**src/rtl/alu_seq_ctrl_pkg.sv**
```systemverilog
// Shared types and defaults for the ALU sequencer: opcodes, FSM state codes
// and the mapping from requested opcode to the command actually sent to the ALU.
package alu_seq_ctrl_pkg;

    localparam int DW_DEF    = 8;
    localparam int CNT_W_DEF = 3;

    typedef enum logic [2:0] {
        OP_PASS   = 3'b000,
        OP_UNDEF  = 3'b001,
        OP_AND    = 3'b010,
        OP_ADD    = 3'b011,
        OP_SHIFT  = 3'b100,
        OP_SET    = 3'b101,
        OP_XOR    = 3'b110,
        OP_BRANCH = 3'b111
    } alu_op_e;

    // State codes are plain constants so they stay readable in older tools and waveforms.
    typedef logic [1:0] seq_state_e;
    localparam seq_state_e ST_IDLE  = 2'd0;
    localparam seq_state_e ST_EXEC  = 2'd1;
    localparam seq_state_e ST_SHIFT = 2'd2;
    localparam seq_state_e ST_DONE  = 2'd3;

    // The undefined opcode is run as a pass-A so the ALU never sees it.
    function automatic logic [2:0] exec_cmd(input logic [2:0] op);
        return (op == OP_UNDEF) ? OP_PASS : op;
    endfunction

endpackage

```
**src/rtl/alu_seq_ctrl_if.sv**
```systemverilog
// Bundle of request, ALU and response signals around the sequencer.
// slave  = the sequencer itself; master = everything around it (decode, ALU, consumer).
interface alu_seq_ctrl_if #(
    parameter int DW    = alu_seq_ctrl_pkg::DW_DEF,
    parameter int CNT_W = alu_seq_ctrl_pkg::CNT_W_DEF
);
    logic             req_valid;
    logic             req_ready;
    logic [2:0]       req_op;
    logic [DW-1:0]    req_a;
    logic [DW-1:0]    req_b;
    logic [CNT_W-1:0] req_cnt;
    logic             req_left;
    logic             req_pari;
    logic             req_cin;
    logic             req_bctl;

    logic [2:0]       alu_cmd;
    logic [DW-1:0]    alu_a;
    logic [DW-1:0]    alu_b;
    logic             alu_sc_i;
    logic             alu_left;
    logic             alu_pari;
    logic [DW-1:0]    alu_impl1;
    logic [DW-1:0]    alu_impl2;
    logic             alu_bctl;
    logic [DW-1:0]    alu_rslt;
    logic             alu_sc_o;
    logic             alu_zero;

    logic             rsp_valid;
    logic             rsp_ready;
    logic [DW-1:0]    rsp_data;
    logic             rsp_carry;
    logic             rsp_zero;

    modport slave (
        input  req_valid, req_op, req_a, req_b, req_cnt, req_left, req_pari, req_cin, req_bctl,
        output req_ready,
        output alu_cmd, alu_a, alu_b, alu_sc_i, alu_left, alu_pari, alu_impl1, alu_impl2, alu_bctl,
        input  alu_rslt, alu_sc_o, alu_zero,
        output rsp_valid, rsp_data, rsp_carry, rsp_zero,
        input  rsp_ready
    );

    modport master (
        output req_valid, req_op, req_a, req_b, req_cnt, req_left, req_pari, req_cin, req_bctl,
        input  req_ready,
        input  alu_cmd, alu_a, alu_b, alu_sc_i, alu_left, alu_pari, alu_impl1, alu_impl2, alu_bctl,
        output alu_rslt, alu_sc_o, alu_zero,
        input  rsp_valid, rsp_data, rsp_carry, rsp_zero,
        output rsp_ready
    );

endinterface

```
**src/rtl/alu_seq_ctrl.sv**
```systemverilog
// Multi-cycle sequencer in front of the combinational 8-bit ALU. Takes one request
// at a time, runs shifts as a chain of 1-bit ALU steps, and returns the captured
// result over a valid/ready response.
module alu_seq_ctrl
    import alu_seq_ctrl_pkg::*;
#(
    parameter int DW    = DW_DEF,
    parameter int CNT_W = CNT_W_DEF
) (
    input logic          clk,
    input logic          reset,
    alu_seq_ctrl_if.slave bus
);

    seq_state_e       state;
    logic [2:0]       op_q;
    logic [DW-1:0]    a_q;
    logic [DW-1:0]    work_q;
    logic             carry_q;
    logic             left_q;
    logic             pari_q;
    logic             bctl_q;
    logic [CNT_W-1:0] cnt_q;
    logic [DW-1:0]    data_q;
    logic             rcarry_q;
    logic             rzero_q;
    logic             accept;

    assign bus.req_ready = (state == ST_IDLE) & ~reset;
    assign accept        = bus.req_valid & bus.req_ready;

    assign bus.rsp_valid = (state == ST_DONE);
    assign bus.rsp_data  = data_q;
    assign bus.rsp_carry = rcarry_q;
    assign bus.rsp_zero  = rzero_q;

    // Sequencer FSM: latch the request, step the ALU, capture the result and hold it until taken.
    always_ff @(posedge clk or posedge reset) begin
        if (reset) begin
            state    <= ST_IDLE;
            op_q     <= '0;
            a_q      <= '0;
            work_q   <= '0;
            carry_q  <= 1'b0;
            left_q   <= 1'b0;
            pari_q   <= 1'b0;
            bctl_q   <= 1'b0;
            cnt_q    <= '0;
            data_q   <= '0;
            rcarry_q <= 1'b0;
            rzero_q  <= 1'b0;
        end else begin
            case (state)
                ST_IDLE: begin
                    if (accept) begin
                        op_q    <= bus.req_op;
                        a_q     <= bus.req_a;
                        work_q  <= bus.req_b;
                        carry_q <= bus.req_cin;
                        left_q  <= bus.req_left;
                        pari_q  <= bus.req_pari;
                        bctl_q  <= bus.req_bctl;
                        cnt_q   <= bus.req_cnt;
                        if (bus.req_op == OP_SHIFT) begin
                            if (bus.req_cnt == '0) begin
                                data_q   <= bus.req_b;
                                rcarry_q <= 1'b0;
                                rzero_q  <= 1'b0;
                                state    <= ST_DONE;
                            end else begin
                                state <= ST_SHIFT;
                            end
                        end else begin
                            state <= ST_EXEC;
                        end
                    end
                end
                ST_EXEC: begin
                    data_q   <= bus.alu_rslt;
                    rcarry_q <= 1'b0;
                    rzero_q  <= (op_q == OP_BRANCH) & bus.alu_zero;
                    state    <= ST_DONE;
                end
                ST_SHIFT: begin
                    work_q  <= bus.alu_rslt;
                    carry_q <= bus.alu_sc_o;
                    cnt_q   <= cnt_q - CNT_W'(1);
                    if (cnt_q == CNT_W'(1)) begin
                        data_q   <= bus.alu_rslt;
                        rcarry_q <= bus.alu_sc_o;
                        rzero_q  <= 1'b0;
                        state    <= ST_DONE;
                    end
                end
                ST_DONE: begin
                    if (bus.rsp_ready) begin
                        state <= ST_IDLE;
                    end
                end
                default: state <= ST_IDLE;
            endcase
        end
    end

    // ALU drive: only EXEC and SHIFT present operands; every other state parks the ALU at pass-A of zero.
    always_comb begin
        bus.alu_cmd   = OP_PASS;
        bus.alu_a     = '0;
        bus.alu_b     = '0;
        bus.alu_sc_i  = 1'b0;
        bus.alu_left  = 1'b0;
        bus.alu_pari  = 1'b0;
        bus.alu_impl1 = '0;
        bus.alu_impl2 = '0;
        bus.alu_bctl  = 1'b0;
        case (state)
            ST_EXEC: begin
                bus.alu_cmd   = exec_cmd(op_q);
                bus.alu_a     = a_q;
                bus.alu_b     = work_q;
                bus.alu_sc_i  = carry_q;
                bus.alu_left  = left_q;
                bus.alu_pari  = pari_q;
                bus.alu_impl1 = a_q;
                bus.alu_impl2 = work_q;
                bus.alu_bctl  = bctl_q;
            end
            ST_SHIFT: begin
                bus.alu_cmd   = OP_SHIFT;
                bus.alu_b     = work_q;
                bus.alu_sc_i  = carry_q;
                bus.alu_left  = left_q;
                bus.alu_pari  = pari_q;
            end
            default: ;
        endcase
    end

endmodule

```
**src/flat_wrapper.sv**
```systemverilog
// flat-port wrapper written by rule: the top's interface ports become plain ports
module alu_seq_ctrl_flat import alu_seq_ctrl_pkg::*;
#(
    parameter int DW    = DW_DEF,
    parameter int CNT_W = CNT_W_DEF
)
  (clk, reset, bus_req_valid, bus_req_op, bus_req_a, bus_req_b, bus_req_cnt, bus_req_left, bus_req_pari, bus_req_cin, bus_req_bctl, bus_req_ready, bus_alu_cmd, bus_alu_a, bus_alu_b, bus_alu_sc_i, bus_alu_left, bus_alu_pari, bus_alu_impl1, bus_alu_impl2, bus_alu_bctl, bus_alu_rslt, bus_alu_sc_o, bus_alu_zero, bus_rsp_valid, bus_rsp_data, bus_rsp_carry, bus_rsp_zero, bus_rsp_ready);
  alu_seq_ctrl_if #(.DW(DW), .CNT_W(CNT_W)) bus_i ();
  input logic clk;
  input logic reset;
  input wire logic [$bits(bus_i.req_valid)-1:0] bus_req_valid;
  input wire logic [$bits(bus_i.req_op)-1:0] bus_req_op;
  input wire logic [$bits(bus_i.req_a)-1:0] bus_req_a;
  input wire logic [$bits(bus_i.req_b)-1:0] bus_req_b;
  input wire logic [$bits(bus_i.req_cnt)-1:0] bus_req_cnt;
  input wire logic [$bits(bus_i.req_left)-1:0] bus_req_left;
  input wire logic [$bits(bus_i.req_pari)-1:0] bus_req_pari;
  input wire logic [$bits(bus_i.req_cin)-1:0] bus_req_cin;
  input wire logic [$bits(bus_i.req_bctl)-1:0] bus_req_bctl;
  output wire logic [$bits(bus_i.req_ready)-1:0] bus_req_ready;
  output wire logic [$bits(bus_i.alu_cmd)-1:0] bus_alu_cmd;
  output wire logic [$bits(bus_i.alu_a)-1:0] bus_alu_a;
  output wire logic [$bits(bus_i.alu_b)-1:0] bus_alu_b;
  output wire logic [$bits(bus_i.alu_sc_i)-1:0] bus_alu_sc_i;
  output wire logic [$bits(bus_i.alu_left)-1:0] bus_alu_left;
  output wire logic [$bits(bus_i.alu_pari)-1:0] bus_alu_pari;
  output wire logic [$bits(bus_i.alu_impl1)-1:0] bus_alu_impl1;
  output wire logic [$bits(bus_i.alu_impl2)-1:0] bus_alu_impl2;
  output wire logic [$bits(bus_i.alu_bctl)-1:0] bus_alu_bctl;
  input wire logic [$bits(bus_i.alu_rslt)-1:0] bus_alu_rslt;
  input wire logic [$bits(bus_i.alu_sc_o)-1:0] bus_alu_sc_o;
  input wire logic [$bits(bus_i.alu_zero)-1:0] bus_alu_zero;
  output wire logic [$bits(bus_i.rsp_valid)-1:0] bus_rsp_valid;
  output wire logic [$bits(bus_i.rsp_data)-1:0] bus_rsp_data;
  output wire logic [$bits(bus_i.rsp_carry)-1:0] bus_rsp_carry;
  output wire logic [$bits(bus_i.rsp_zero)-1:0] bus_rsp_zero;
  input wire logic [$bits(bus_i.rsp_ready)-1:0] bus_rsp_ready;
  assign bus_i.req_valid = bus_req_valid;
  assign bus_i.req_op = bus_req_op;
  assign bus_i.req_a = bus_req_a;
  assign bus_i.req_b = bus_req_b;
  assign bus_i.req_cnt = bus_req_cnt;
  assign bus_i.req_left = bus_req_left;
  assign bus_i.req_pari = bus_req_pari;
  assign bus_i.req_cin = bus_req_cin;
  assign bus_i.req_bctl = bus_req_bctl;
  assign bus_req_ready = bus_i.req_ready;
  assign bus_alu_cmd = bus_i.alu_cmd;
  assign bus_alu_a = bus_i.alu_a;
  assign bus_alu_b = bus_i.alu_b;
  assign bus_alu_sc_i = bus_i.alu_sc_i;
  assign bus_alu_left = bus_i.alu_left;
  assign bus_alu_pari = bus_i.alu_pari;
  assign bus_alu_impl1 = bus_i.alu_impl1;
  assign bus_alu_impl2 = bus_i.alu_impl2;
  assign bus_alu_bctl = bus_i.alu_bctl;
  assign bus_i.alu_rslt = bus_alu_rslt;
  assign bus_i.alu_sc_o = bus_alu_sc_o;
  assign bus_i.alu_zero = bus_alu_zero;
  assign bus_rsp_valid = bus_i.rsp_valid;
  assign bus_rsp_data = bus_i.rsp_data;
  assign bus_rsp_carry = bus_i.rsp_carry;
  assign bus_rsp_zero = bus_i.rsp_zero;
  assign bus_i.rsp_ready = bus_rsp_ready;
  alu_seq_ctrl #(.DW(DW), .CNT_W(CNT_W)) u_core (.clk(clk), .reset(reset), .bus(bus_i));
endmodule
```
**config.mk**
```make
export PLATFORM = sky130hd
export DESIGN_NAME = alu_seq_ctrl_flat
export DESIGN_NICKNAME = d
export VERILOG_FILES = /design/src/rtl/alu_seq_ctrl_pkg.sv /design/src/rtl/alu_seq_ctrl_if.sv /design/src/rtl/alu_seq_ctrl.sv /design/src/flat_wrapper.sv
export SDC_FILE = /design/constraint.sdc
export NUM_CORES = 1
export LEC_CHECK = 0
export CORE_ASPECT_RATIO = 1.2
export CORE_MARGIN = 2
export CORE_UTILIZATION = 35
export CTS_CLUSTER_SIZE = 20
export DETAILED_ROUTE_END_ITERATION = 6
export GPL_TIMING_DRIVEN = 0
export PLACE_DENSITY = 0.69
export SYNTH_ARGS = -nofsm -noshare
export SYNTH_HDL_FRONTEND = slang
export SYNTH_SLANG_ARGS = --single-unit
```
**constraint.sdc**
```tcl
create_clock -name clk -period 2.8 [get_ports clk]
set_clock_uncertainty 0.2 [all_clocks]
set_input_delay 0.28 -clock clk [delete_from_list [all_inputs] [get_ports clk]]
set_output_delay 0.28 -clock clk [all_outputs]
set_load 0.005 [all_outputs]
```
==> summary.txt <==
cell at the root of the clock tree: sky130_fd_sc_hd__clkbuf_8
detailed-route wire length per cell: 13.9 um
first-pass GRT wire length: 8.40 mm
start-to-end type of the worst setup path: reg2out
Final Max Tran Viols: 0
Setup violations, final: 0
aggregate global-route resource usage: 16.4%
worst path required time: 2.32 ns
outcome: finished clean
sequential element share of the synthesized area: 44.9%
antenna-violating nets left: 0
DRC violation count after routing: 0
Clock transition at path regs: 0.07 ns
element type at the critical path end: output pin
share of cells above drive strength 1: 15.2%
register bit total from synthesis: 38
# Max-Cap Violations: 0
Crit path arrival time: 2.20 ns
Sink Count: 38
TNS Setup: 0 ns
tightest slew margin relative to the limit: 46.5%
highest ir drop seen on vdd: 531 uV
Layout area overhead: 52.1%
Syn Area/Cell: 10.3 um2
number of enable-type register cells in the synthesized netlist: 0
floorplan core area: 5930 um2
Design Area, Final: 3220 um2
nets in the synthesized netlist: 253
Routed WL: 5.37 mm
summed instance area of the synthesized netlist: 2120 um2
clock latency on the worst-skew pair: 0.28 ns
Power per Cell Area: 1160 nW/um2
length of the first detailed-routing pass in iterations: 4
Boundary Pins: 91
RSZ-0062 raised after global routing: no
chip width: 75.0 um
TritonCTS clock tree: yes
pin slew with the least headroom to its limit: 0.802 ns
iteration-0 DRC count of the detailed router: 68
antenna violations before repair: 0
Layout Utilization: 54.2%
critical path launch point type: flip-flop
clock period minus worst slack: 2.68 ns
Critical Path Fanout Max: 10
largest net degree at the start of global routing: 39
Place WS: 0.0830 ns
worst hold-check path type: reg2reg
fin crit share: 95.8%
Leakage: 1.36 nW
worst hold slack across all endpoints: 0.299 ns
dominant register cell in the synthesized netlist: sky130_fd_sc_hd__dfrtp_1
maximum operating frequency: 373 MHz
total congestion overflow after global routing: 0
Die Outline Area: 6690 um2
routability congestion estimate from global placement: 0.758
Initial Util: 35.7%
deepest clock path buffer count: 2
Antenna diodes: 0
post-detailed-route via-to-cell ratio: 4.79
number of hold buffers added after cts: 0
Post-synth ARST share: 100%
DP Area: 3120 um2
HPWL after detailed placement: 4.18 mm
number of CTS-inserted buffers: 5
setup slack of the critical path after layout: 0.119 ns
via count: 1,843
synthesized instance count: 206
Hold Violations, Final: 0
via count of the first global-routing pass: 1,756
flop-to-flop setup slack: 0.48 ns
number of library cell types mapped by synthesis: 31
count of nets after finishing: 349
overall die height: 89.2 um
standard-cell row count: 31
yosys warns: 0
deepest level of the CTS H-tree: 2
Post CTS Setup Buffer Count: 0
buffers added on ports: 90
layout by cell type, fill, tap and decap left out, types with 2 or more instances in the layout:
cell,count
sky130_fd_sc_hd__nand2_1,4
sky130_fd_sc_hd__o21ai_0,4
sky130_fd_sc_hd__nor2_1,15
sky130_fd_sc_hd__mux2_2,14
sky130_fd_sc_hd__a31oi_1,10
sky130_fd_sc_hd__ha_1,5
sky130_fd_sc_hd__inv_1,8
sky130_fd_sc_hd__clkbuf_2,2
sky130_fd_sc_hd__clkbuf_8,6
sky130_fd_sc_hd__dfrtp_1,38
sky130_fd_sc_hd__clkdlybuf4s50_1,90
sky130_fd_sc_hd__and2_1,28
sky130_fd_sc_hd__buf_2,4
sky130_fd_sc_hd__a21oi_1,21
sky130_fd_sc_hd__mux2i_1,18
sky130_fd_sc_hd__nand2b_1,3
sky130_fd_sc_hd__ha_2,2
sky130_fd_sc_hd__buf_4,9
sky130_fd_sc_hd__nand3_1,2
sky130_fd_sc_hd__clkbuf_1,3
repair_timing:
action | in CTS | in global routing
hold endpoints to repair | 0 | 0
endpoints found under the setup margin | 28 | 5
gates resized for setup | 4 | 3
per-stage QoR:
stage / std cells / power (mW)
final: 385 / 3.73
after CTS: 385 / 3.75
after floorplan: 206 / 2.19
after global placement: 378 / 3.29
after global routing: 385 / 4.03
after detailed placement: 378 / 3.34
cells in the mapped netlist (6+ instances only):
cell	instances	area share, %
sky130_fd_sc_hd__dfrtp_1	38	45
sky130_fd_sc_hd__mux2i_1	18	8.5
sky130_fd_sc_hd__a31oi_1	10	3.0
sky130_fd_sc_hd__and2_1	28	8.3
sky130_fd_sc_hd__mux2_2	14	7.4
sky130_fd_sc_hd__nor2_1	15	2.7
sky130_fd_sc_hd__inv_1	9	1.6
sky130_fd_sc_hd__a21oi_1	21	5.0
sky130_fd_sc_hd__buf_4	8	2.8
sky130_fd_sc_hd__clkbuf_1	6	1.1
sky130_fd_sc_hd__ha_1	7	4.1
cell type report:
class / instances / area (um2)
inverter: 9 / 33.8
sequential: 38 / 951
clock buffer: 7 / 86.3
multi-input combinational: 140 / 1020
fill: 555 / 2720
buffer: 18 / 116
tap: 82 / 103
timing repair buffer: 90 / 901
clock inverter: 1 / 5.00
registers in the layout, summed over array words and instances, names as in the netlist:
register,cells
u_core.a_q,8
u_core.bctl_q,1
u_core.bus.rsp_carry,1
u_core.bus.rsp_data,8
u_core.bus.rsp_zero,1
u_core.carry_q,1
u_core.cnt_q,3
u_core.left_q,1
u_core.op_q,3
u_core.pari_q,1
u_core.state,2
u_core.work_q,8
where the power goes:
part	internal, mW	switching, mW	total [mW]
combinational	1.38	0.962	2.35
clock	0.199	0.186	0.385
sequential	0.828	0.170	0.998
total	2.41	1.32	3.73
logic make-up (layout without fill, tap and decap cells):
kind of cell	Yosys count	after routing	share of synthesized area [%]
AOI/OAI and AO/OA	41	41	11.9
adders and majority gates	7	7	4.14
buffers and inverters	28	125	6.97
DFF	38	38	44.9
muxes	33	33	16.7
and+or+nand+nor	59	59	15.4
routing by layer:
layer | GRT usage [%] | routed length [um] | share of wire, %
met3 | 4.06 | 378 | 7.0
met5 | 0 | 0 | 0
met1 | 22.1 | 2380 | 44
met4 | 3.41 | 35 | 0.65
met2 | 26.9 | 2570 | 48
critical path, stage by stage (launching register included):
cell                              delay (ns)
sky130_fd_sc_hd__dfrtp_1                0.44
sky130_fd_sc_hd__inv_1                  0.09
sky130_fd_sc_hd__ha_2                   0.41
sky130_fd_sc_hd__clkbuf_2               0.25
sky130_fd_sc_hd__o2111a_1               0.22
sky130_fd_sc_hd__clkdlybuf4s50_1        0.50
final timing paths:
| path | endpoint | start | depth (start not counted) |
|---|---|---|---|
| max reg2reg | u_core.cnt_q[0]$_DFFE_PP0P_ | u_core.state[0]$_DFFE_PP0P_ | 7 |
| min | u_core.a_q[5]$_DFFE_PP0P_ | u_core.a_q[5]$_DFFE_PP0P_ | 1 |
| min in group asynchronous | u_core.state[0]$_DFFE_PP0P_ | reset | 2 |
| min reg2reg | u_core.a_q[5]$_DFFE_PP0P_ | u_core.a_q[5]$_DFFE_PP0P_ | 1 |
| max in group asynchronous | u_core.a_q[2]$_DFFE_PP0P_ | reset | 2 |
| max | bus_alu_cmd[0] | u_core.state[0]$_DFFE_PP0P_ | 5 |
Note: power is estimated with default switching activity, not from simulation.
